$ cat src/rtl/vx_mem_perf_gen_pkg.sv
// ---------------------------------------------------------------------------
// vx_mem_perf_gen_pkg
// Shared constants and helpers for the memory perf-counter producer.
//   PERF_CTR_BITS_DEF : default width of every accumulated perf counter.
//   PEND_BITS_DEF     : default width of each outstanding-request tracker.
//   pop_w()           : bits needed to hold a popcount of a lane vector.
// ---------------------------------------------------------------------------
package vx_mem_perf_gen_pkg;

  localparam int PERF_CTR_BITS_DEF = 44;
  localparam int PEND_BITS_DEF     = 8;

  // Width of a popcount over 'lanes' bits (0..lanes inclusive).
  function automatic int pop_w(input int lanes);
    return $clog2(lanes + 1);
  endfunction

endpackage

$ cat src/rtl/vx_mem_perf_pend_tracker.sv
// ---------------------------------------------------------------------------
// vx_mem_perf_pend_tracker
// Tracks how many requests are in flight and integrates that count over time
// into a latency accumulator.
// Ports:
//   clk, reset_n   : clock, asynchronous active-low reset.
//   req_fire_i     : per-lane request handshake fired this cycle.
//   rsp_fire_i     : per-lane response handshake fired this cycle.
//   pending_o      : registered in-flight count.
//   latency_o      : running sum of pending over cycles (wraps silently).
// ---------------------------------------------------------------------------
module vx_mem_perf_pend_tracker
  import vx_mem_perf_gen_pkg::*;
#(
  parameter int LANES         = 1,
  parameter int PEND_BITS     = PEND_BITS_DEF,
  parameter int PERF_CTR_BITS = PERF_CTR_BITS_DEF,
  parameter bit ASSERT_EN     = 1'b1
) (
  input  logic                     clk,
  input  logic                     reset_n,
  input  logic [LANES-1:0]         req_fire_i,
  input  logic [LANES-1:0]         rsp_fire_i,
  output logic [PEND_BITS-1:0]     pending_o,
  output logic [PERF_CTR_BITS-1:0] latency_o
);

  localparam int CNT_W = pop_w(LANES);
  // One spare bit above pending + request count so the sum never wraps.
  localparam int SUM_W = PEND_BITS + CNT_W + 1;
  localparam logic [PEND_BITS-1:0] PEND_MAX = '1;

  logic [PEND_BITS-1:0]     pending_q, pending_d;
  logic [PERF_CTR_BITS-1:0] latency_q, latency_d;
  logic [CNT_W-1:0]         req_cnt, rsp_cnt;
  logic [SUM_W-1:0]         avail, diff;
  logic                     underflow, overflow;

  always_comb begin
    req_cnt = '0;
    rsp_cnt = '0;
    for (int i = 0; i < LANES; i++) begin
      req_cnt = req_cnt + CNT_W'(req_fire_i[i]);
      rsp_cnt = rsp_cnt + CNT_W'(rsp_fire_i[i]);
    end
  end

  // Responses are matched against what was pending plus what arrives this
  // cycle, so a same-cycle request/response pair never counts as underflow.
  always_comb begin
    avail     = SUM_W'(pending_q) + SUM_W'(req_cnt);
    underflow = SUM_W'(rsp_cnt) > avail;
    diff      = avail - SUM_W'(rsp_cnt);
    overflow  = !underflow && (diff > SUM_W'(PEND_MAX));
    if (underflow) begin
      pending_d = '0;
    end else if (overflow) begin
      pending_d = PEND_MAX;
    end else begin
      pending_d = diff[PEND_BITS-1:0];
    end
    // Latency integrates the pre-update pending count.
    latency_d = latency_q + PERF_CTR_BITS'(pending_q);
  end

  always_ff @(posedge clk or negedge reset_n) begin
    if (!reset_n) begin
      pending_q <= '0;
      latency_q <= '0;
    end else begin
      pending_q <= pending_d;
      latency_q <= latency_d;
    end
  end

`ifndef SYNTHESIS
  always @(posedge clk) begin
    if (reset_n && ASSERT_EN) begin
      assert (!underflow) else $error("pend_tracker: response without outstanding request");
      assert (!overflow)  else $error("pend_tracker: outstanding request count saturated");
    end
  end
`endif

  assign pending_o = pending_q;
  assign latency_o = latency_q;

endmodule

$ cat src/rtl/vx_mem_perf_gen.sv
// ---------------------------------------------------------------------------
// vx_mem_perf_gen
// Producer of the memory perf counters. Snoops the core-to-cache icache and
// dcache handshakes (never drives them) and accumulates request counts and
// latency totals. All outputs are registered; events in cycle t show at t+1.
// Ports:
//   clk, reset_n                        : clock, asynchronous active-low reset.
//   icache_req_valid/ready              : fetch request handshake.
//   icache_rsp_valid/ready              : fetch response handshake.
//   dcache_req_valid/ready/rw [LANES]   : per-lane data request (rw 1 = store).
//   dcache_rsp_valid/ready    [LANES]   : per-lane load response handshake.
//   ifetches, loads, stores             : accepted request counts.
//   ifetch_latency, load_latency        : sums of outstanding counts per cycle.
// ---------------------------------------------------------------------------
module vx_mem_perf_gen
  import vx_mem_perf_gen_pkg::*;
#(
  parameter int PERF_CTR_BITS = PERF_CTR_BITS_DEF,
  parameter int NUM_LANES     = 4,
  parameter int PEND_BITS     = PEND_BITS_DEF,
  parameter bit ASSERT_EN     = 1'b1
) (
  input  logic                     clk,
  input  logic                     reset_n,
  input  logic                     icache_req_valid,
  input  logic                     icache_req_ready,
  input  logic                     icache_rsp_valid,
  input  logic                     icache_rsp_ready,
  input  logic [NUM_LANES-1:0]     dcache_req_valid,
  input  logic [NUM_LANES-1:0]     dcache_req_ready,
  input  logic [NUM_LANES-1:0]     dcache_req_rw,
  input  logic [NUM_LANES-1:0]     dcache_rsp_valid,
  input  logic [NUM_LANES-1:0]     dcache_rsp_ready,
  output logic [PERF_CTR_BITS-1:0] ifetches,
  output logic [PERF_CTR_BITS-1:0] loads,
  output logic [PERF_CTR_BITS-1:0] stores,
  output logic [PERF_CTR_BITS-1:0] ifetch_latency,
  output logic [PERF_CTR_BITS-1:0] load_latency
);

  localparam int CNT_W = pop_w(NUM_LANES);

  logic                     ifetch_fire, ifetch_rsp_fire;
  logic [NUM_LANES-1:0]     load_fire, store_fire, load_rsp_fire;
  logic [CNT_W-1:0]         load_cnt, store_cnt;
  logic [PERF_CTR_BITS-1:0] ifetches_q, ifetches_d;
  logic [PERF_CTR_BITS-1:0] loads_q, loads_d;
  logic [PERF_CTR_BITS-1:0] stores_q, stores_d;
  logic [PEND_BITS-1:0]     ifetch_pending, load_pending;
  logic                     unused_pend;

  assign ifetch_fire     = icache_req_valid & icache_req_ready;
  assign ifetch_rsp_fire = icache_rsp_valid & icache_rsp_ready;

  for (genvar gi = 0; gi < NUM_LANES; gi++) begin : g_lane
    assign load_fire[gi]     = dcache_req_valid[gi] & dcache_req_ready[gi] & ~dcache_req_rw[gi];
    assign store_fire[gi]    = dcache_req_valid[gi] & dcache_req_ready[gi] &  dcache_req_rw[gi];
    assign load_rsp_fire[gi] = dcache_rsp_valid[gi] & dcache_rsp_ready[gi];
  end

  always_comb begin
    load_cnt  = '0;
    store_cnt = '0;
    for (int i = 0; i < NUM_LANES; i++) begin
      load_cnt  = load_cnt  + CNT_W'(load_fire[i]);
      store_cnt = store_cnt + CNT_W'(store_fire[i]);
    end
  end

  always_comb begin
    ifetches_d = ifetches_q + PERF_CTR_BITS'(ifetch_fire);
    loads_d    = loads_q    + PERF_CTR_BITS'(load_cnt);
    stores_d   = stores_q   + PERF_CTR_BITS'(store_cnt);
  end

  always_ff @(posedge clk or negedge reset_n) begin
    if (!reset_n) begin
      ifetches_q <= '0;
      loads_q    <= '0;
      stores_q   <= '0;
    end else begin
      ifetches_q <= ifetches_d;
      loads_q    <= loads_d;
      stores_q   <= stores_d;
    end
  end

  vx_mem_perf_pend_tracker #(
    .LANES         (1),
    .PEND_BITS     (PEND_BITS),
    .PERF_CTR_BITS (PERF_CTR_BITS),
    .ASSERT_EN     (ASSERT_EN)
  ) u_ifetch_trk (
    .clk        (clk),
    .reset_n    (reset_n),
    .req_fire_i (ifetch_fire),
    .rsp_fire_i (ifetch_rsp_fire),
    .pending_o  (ifetch_pending),
    .latency_o  (ifetch_latency)
  );

  vx_mem_perf_pend_tracker #(
    .LANES         (NUM_LANES),
    .PEND_BITS     (PEND_BITS),
    .PERF_CTR_BITS (PERF_CTR_BITS),
    .ASSERT_EN     (ASSERT_EN)
  ) u_load_trk (
    .clk        (clk),
    .reset_n    (reset_n),
    .req_fire_i (load_fire),
    .rsp_fire_i (load_rsp_fire),
    .pending_o  (load_pending),
    .latency_o  (load_latency)
  );

  // In-flight counts are only needed for debug visibility here.
  assign unused_pend = ^{ifetch_pending, load_pending};

  assign ifetches = ifetches_q;
  assign loads    = loads_q;
  assign stores   = stores_q;

endmodule

$ cat config.mk
export PLATFORM = sky130hd
export DESIGN_NAME = vx_mem_perf_gen
export DESIGN_NICKNAME = d
export VERILOG_FILES = /design/src/rtl/vx_mem_perf_gen_pkg.sv /design/src/rtl/vx_mem_perf_pend_tracker.sv /design/src/rtl/vx_mem_perf_gen.sv
export SDC_FILE = /design/constraint.sdc
export NUM_CORES = 1
export LEC_CHECK = 0
export BUFFER_PORTS_ARGS = -buffer_cell sky130_fd_sc_hd__buf_2
export CAP_MARGIN = 15
export CORE_ASPECT_RATIO = 1.25
export CORE_MARGIN = 2
export CORE_UTILIZATION = 46
export DETAILED_ROUTE_END_ITERATION = 16
export PLACE_DENSITY = 0.69
export SLEW_MARGIN = 20
export SYNTH_ARGS = -nofsm -noshare
export SYNTH_HDL_FRONTEND = slang
export SYNTH_SLANG_ARGS = --single-unit
$ cat constraint.sdc
create_clock -name clk -period 4.25 [get_ports clk]
set_clock_uncertainty 0.2 [all_clocks]
set_input_delay 0.2125 -clock clk [delete_from_list [all_inputs] [get_ports clk]]
set_output_delay 0.2125 -clock clk [all_outputs]
set_load 0.01 [all_outputs]
==> results of run 1 <==
==> what timing repair did <==
item / 4_1_cts / 5_1_grt
endpoints found under the hold margin: 129 / 0
gates resized for setup: 0 / 1
hold buffers: 8 / 0
endpoints found under the setup margin: 0 / 6
==> layout by cell type (no fill, tap or decap), drive strengths merged, types with 5 or more instances in the layout <==
master,n
buf,250
dfrtp,236
xnor2,168
nand2,103
nand3,72
xor2,57
nor2,55
inv,44
and3,44
nand4,39
ha,35
clkbuf,35
o21ai,31
nor3,23
and4,21
and2,16
nor4,13
o21a,11
a21oi,11
fa,10
nand2b,9
dlygate4sd3,8
o211ai,6
a21o,5
a21boi,5
==> layout make-up <==
| cell class | instances | area (sq um) | share of cell area |
|---|---|---|---|
| sequential | 236 | 5910 | 0.413 |
| multi-input combinational | 793 | 5650 | 0.395 |
| timing repair buffer | 258 | 1380 | 0.0964 |
| clock buffer | 35 | 723 | 0.0506 |
| tap | 335 | 419 | 0.0293 |
| inverter | 42 | 158 | 0.0110 |
| clock inverter | 7 | 67.6 | 0.00472 |
==> where the power goes <==
group / internal [uW] / switching, uW / leakage, uW / total, uW
Clock: 1240 / 866 / 0.000395 / 2110
Sequential: 2590 / 402 / 0.00316 / 2990
Combinational: 1100 / 1390 / 0.00361 / 2490
Total: 4930 / 2660 / 0.00716 / 7580
==> critical path, delay by kind of cell <==
family / cells / cell delay, ps
xor gates and xnor gates: 1 / 170
and+or+nand+nor: 4 / 770
AOI/OAI and AO/OA: 3 / 530
buffers and inverters: 2 / 620
adders and majority gates: 5 / 1960
==> registers in the layout (all words and copies together) (netlist names) <==
name	cells
u_load_trk.pending_o	8
u_load_trk.latency_o	44
loads	44
u_ifetch_trk.pending_o	8
stores	44
u_ifetch_trk.latency_o	44
ifetches	44
==> path summary, 6_finish.rpt <==
kind                       slack (ps)  depth (start not counted)                start                    endpoint
setup reg to reg                 1090                          8            stores[0]                  stores[31]
min in group clk                  210                          4     dcache_req_rw[2]                    loads[0]
hold / removal                    180                          2              reset_n  u_ifetch_trk.latency_o[15]
max in group asynchronous        2790                          3              reset_n                   loads[37]
setup / recovery                  220                         15  dcache_req_ready[1]     u_load_trk.pending_o[5]
hold reg to reg                   260                          1            loads[43]                   loads[43]
==> logic make-up (layout without fill, tap and decap cells) <==
group                    Yosys count  after routing  synth area share
AND/OR/NAND/NOR                  421            421             0.197
flip-flops                       236            236             0.500
XOR/XNOR                         225            225             0.167
AO/OA/AOI/OAI                     97             97            0.0554
buffers and inverters             61            342            0.0216
adder cells (fa/ha/maj)           46             46            0.0549
multiplexers                       4              4           0.00339
==> routing by layer <==
layer	GRT usage	vias to the layer above
met1	0.253	4409
li1	-	4295
met3	0.0236	47
met2	0.330	168
met5	0	-
met4	0.0569	0
==> metrics by stage <==
| step | cells | utilization | hold slack (ps) |
|---|---|---|---|
| floorplan | 1090 | - | -283 |
| detailed placement | 1656 | 0.533 | 210 |
| global placement | 1656 | 0.533 | 204 |
| CTS | 1706 | 0.567 | 219 |
| finish | 1706 | 0.567 | 184 |
| global route | 1706 | 0.567 | 245 |
==> flow_metrics.tcl, run 1 <==
set metrics [dict create \
    crit_path_cell_trace "dlygate4sd3_1, buf_2, nand2_1, nor2_1, ha_1, fa_1, ha_1, fa_1, xnor2_1, ha_1, a21oi_1, nand2_2, or3b_1, o2bb2ai_1, o21ai_0" \
    core-area_sq_um 25200 \
    synth_commonest_cells "dfrtp_1 (236), xnor2_1 (167), nand2_1 (102)" \
    place_area_sq_um 13400 \
    yosysSeqAreaShare 0.500 \
    cts_buffers 25 \
    power_uw 7580 \
    dieArea_sq_um 27000 \
    syn2layout_area_growth_pct 21.1 \
    max_slew.worst_pin.slew_ps 976 \
    cap_viol_max_count 0 \
    grt.overflow.total 0 \
    relSlewSlack 0.349 \
    yosysTopAreaCell "dfrtp_1" \
    path_clk_slew_ps 60 \
    vias 8919 \
    fillers 2234 \
    cp-end-kind "register" \
    io_buffers 245 \
    synth_area_sq_um 11800 \
    highest_layer "met4" \
    path_max_fanout 6 \
    routed-wl-met3_microns 977 \
    diodes 0 \
    initial_utilization 0.468 \
    grt_pass1_wl_mm 43.3 \
    layout-drive-gt1-share 0.230 \
    clk_path_buf_depth 3 \
    min_period_over_period 0.949 \
    avgRoutedWirePerCell_microns 15.2 \
    hold_class "in -> async" \
    finalWirelength_mm 26.0 \
    power.density_nw_per_um2 530 \
    antenna_found_initial 0 \
    io-pin-count 246 \
    yosys.area.top_type_share 0.500 \
    final_hold_viol_count 0 \
    drtIter0Drc 284 \
    cpMostUsedCell "ha_1" \
    fin_crit_ps 4030 \
    finalWeightedCongestion 0.812 \
    vdd_ir_drop_max_v 0.000396 \
    grt_pass1_vias 8757 \
    nNetsFinal 1427 \
    fmax_mhz 248 \
    rows 65 \
    rsz0062_at_grt "false" \
    slew_violations 0 \
    met1_length_mm 11.3 \
    p_leak_uw 0.00716 \
    critPathSlowestCell "dlygate4sd3_1" \
    run_status "completed" \
    post_cts_buffers 0 \
    wl_met2_mm 13.0 \
    hpwl_mm 19.0 \
    yosys-top-cells-area "dfrtp_1 (50%), xnor2_1 (12%), xor2_1 (4.2%), ha_1 (3.7%), nand2_1 (3.2%)" \
    yosys_warnings 0 \
    post-place-ws_ps 207 \
    fp.dieH_microns 183 \
    synthCells 1090 \
    fp.dieW_microns 147 \
    crit_type "in -> reg" \
    route.detailed.drc 0 \
    critPathLaunchType "primary input" \
    via_per_inst 5.23 \
    tns_ps 0 \
    synth_ff_type "dfrtp_1" \
    avgSynthCellArea_sq_um 10.8 \
    async_flop_share 1.00 \
    cp.arrival_ps 4260 \
    synth_cell_types 74 \
    synth_most_common_cell "dfrtp_1" \
    groute.usage.overall 0.191 \
    cp.required_ps 4480 \
    ys_ff_latch 236 \
    synth_edf_count 0 \
    htree_levels 1 \
    worstSkewPairLatency_ps 520 \
    design_area_sq_um 14300 \
    cts_tree "built" \
    cpPeakStageDelay_ps 520 \
    grt_max_degree 129 \
    cts_sinks 236 \
    finalWorstSetupSlack_ps 215 \
    setup_viol 0 \
    firstDrtPassIters 4 \
    synthesis.nets 1161 \
    ant_nets 0 \
    cts_root_buffer "clkbuf_16" \
]
No activity file was read; power rests on OpenSTA's default activity.
==> run 2, diff against run 1 <==
- CELL_PAD_IN_SITES_DETAIL_PLACEMENT: default -> 0
- CELL_PAD_IN_SITES_GLOBAL_PLACEMENT: default -> 1
- CORE_UTILIZATION: 46 -> 43
- PLACE_DENSITY: 0.69 -> default
- PLACE_DENSITY_LB_ADDON: default -> 0.1
==> run 2 against run 1 <==
Net effect: clock-buffer cell count grew 5; sequential share of layout area is essentially flat; non-clock buffer count grew 2; critical path type unchanged; utilization shrank 3.6 points; flip-flop and latch count is the same; worst hold slack lost 78 ps; die area grew 6.8%; largest cell class unchanged.
==> flow_metrics.tcl, run 2 (same netlist as run 1, synthesis figures left out) <==
set metrics [dict create \
    run_status "completed" \
    regToRegSetupSlack_ps 1090 \
    path_max_fanout 6 \
    dieArea_sq_um 28800 \
    relSlewSlack 0.424 \
    setup_viol 0 \
    initial_utilization 0.439 \
    rr_startpoint "stores[0]" \
    core-area_sq_um 26900 \
    cts_tree "built" \
    grt_pass1_vias 8828 \
    cpPeakStageDelay_ps 530 \
    met1_length_mm 12.3 \
    critPathSlowestCell "dlygate4sd3_1" \
    timing.rr.end "stores[31]" \
    hpwl_mm 19.5 \
    io_buffers 245 \
    fmax_mhz 249 \
    groute.usage.overall 0.186 \
    finalWeightedCongestion 0.850 \
    grt.overflow.total 0 \
    routed-wl-met3_mm 1.19 \
    max_slew.worst_pin.slew_ps 865 \
    rows 67 \
    r2r_cells 9 \
    finalWirelength_mm 27.0 \
    clk_path_buf_depth 3 \
    cp.required_ps 4480 \
    fin_crit_ps 4020 \
    power.density_nw_per_um2 531 \
    mostFrequentLayoutCells "buf_2 (244), dfrtp_1 (236), xnor2_1 (167), nand2_1 (101), nand3_1 (71)" \
    path_buf_inv 2 \
    endpoint "u_load_trk.pending_o[1]" \
    p_leak_uw 0.00715 \
    path_clk_slew_ps 60 \
    vias 8789 \
    highest_layer "met4" \
    critical_path_cell_count 15 \
    fp.dieW_microns 152 \
    vdd_ir_drop_max_v 0.000414 \
    syn2layout_area_growth_pct 21.2 \
    cts_sinks 236 \
    io-pin-count 246 \
    avgRoutedWirePerCell_microns 15.7 \
    nNetsFinal 1429 \
    crit_type "in -> reg" \
    cp-end-kind "register" \
    ant_nets 0 \
    critical_path.top_delay_family "adder cells" \
    fin_util 0.532 \
    cts_buffers 25 \
    final_hold_viol_count 0 \
    drtIter0Drc 364 \
    via_per_inst 5.12 \
    critPathLaunchType "primary input" \
    worstSkewPairLatency_ps 530 \
    fp.dieH_microns 189 \
    tns_ps 0 \
    crit_path_cell_trace "dlygate4sd3_1, buf_2, nand2_1, nor2_1, ha_1, fa_1, ha_1, fa_1, xnor2_1, ha_1, a21oi_2, nand2_2, or3b_1, o2bb2ai_1, o21ai_0" \
    cpMostUsedCell "ha_1" \
    firstDrtPassIters 4 \
    wl_met2_mm 12.9 \
    rsz0062_at_grt "false" \
    cp.arrival_ps 4250 \
    min_period_over_period 0.945 \
    cap_viol_max_count 0 \
    route.detailed.drc 0 \
    hold_class "in -> async" \
    grt_pass1_wl_mm 45.3 \
    antenna_found_initial 0 \
    grt_max_degree 109 \
    crit_start "dcache_req_ready[1]" \
    htree_levels 1 \
    final_common_cell "buf_2" \
    slew_violations 0 \
    diodes 0 \
    cts_root_buffer "clkbuf_16" \
    layout-drive-gt1-share 0.229 \
]
run 2: final cells by class:
class	instances	area (sq um)
Fill cell	2468	12600
Sequential cell	236	5910
Multi-Input combinational cell	793	5660
Timing Repair Buffer	260	1380
Clock buffer	40	762
Tap cell	345	432
Inverter	42	158
Clock inverter	2	16.3
run 2: how the worst min path moves through the flow:
stage	start	to	slack, ps	depth (start not counted)
after detailed placement	reset_n	u_load_trk.latency_o[21]	130	1
after global placement	reset_n	u_load_trk.latency_o[21]	120	1
after global routing	reset_n	u_load_trk.latency_o[21]	200	2
after CTS	reset_n	u_load_trk.latency_o[20]	160	2
final	reset_n	u_load_trk.latency_o[21]	110	2
after floorplan	reset_n	ifetches[0]	-280	0
run 2: stage by stage:
stage	power, uW	worst slack [ps]	hold slack [ps]	instance area [sq um]	instances
detailed placement	5530	171	130	13400	1668
global placement	5500	275	124	13400	1668
finish	7600	234	106	14300	1718
global route	8160	21.4	203	14300	1718
floorplan	4730	750	-283	11800	1090
CTS	7700	198	161	14300	1718
run 2: what timing repair did:
action / in CTS / in global routing
buffers inserted: 0 / 0
hold buffers: 8 / 0
setup endpoints to repair: 0 / 6
gates resized for setup: 0 / 2
endpoints found under the hold margin: 109 / 0
run 2: power breakdown:
part	switching (uW)	internal (uW)	leakage, uW
registers	402	2590	0.00316
logic	1410	1100	0.00361
clock network	876	1220	0.000379
total	2690	4910	0.00715
run 2: worst register-to-register path, stage by stage, from the launching register on:
cell     delay (ps)
dfrtp_1         390
fa_1            530
fa_1            450
a21o_1          220
nor2b_1         130
buf_4           150
and2_1          250
and3_1          330
and4_1          250
xor2_1          140
run 2: routing by layer:
layer,vias up,GRT usage
met3,42,0.0309
li1,4302,-
met2,181,0.310
met5,-,0
met1,4264,0.252
met4,0,0.0550
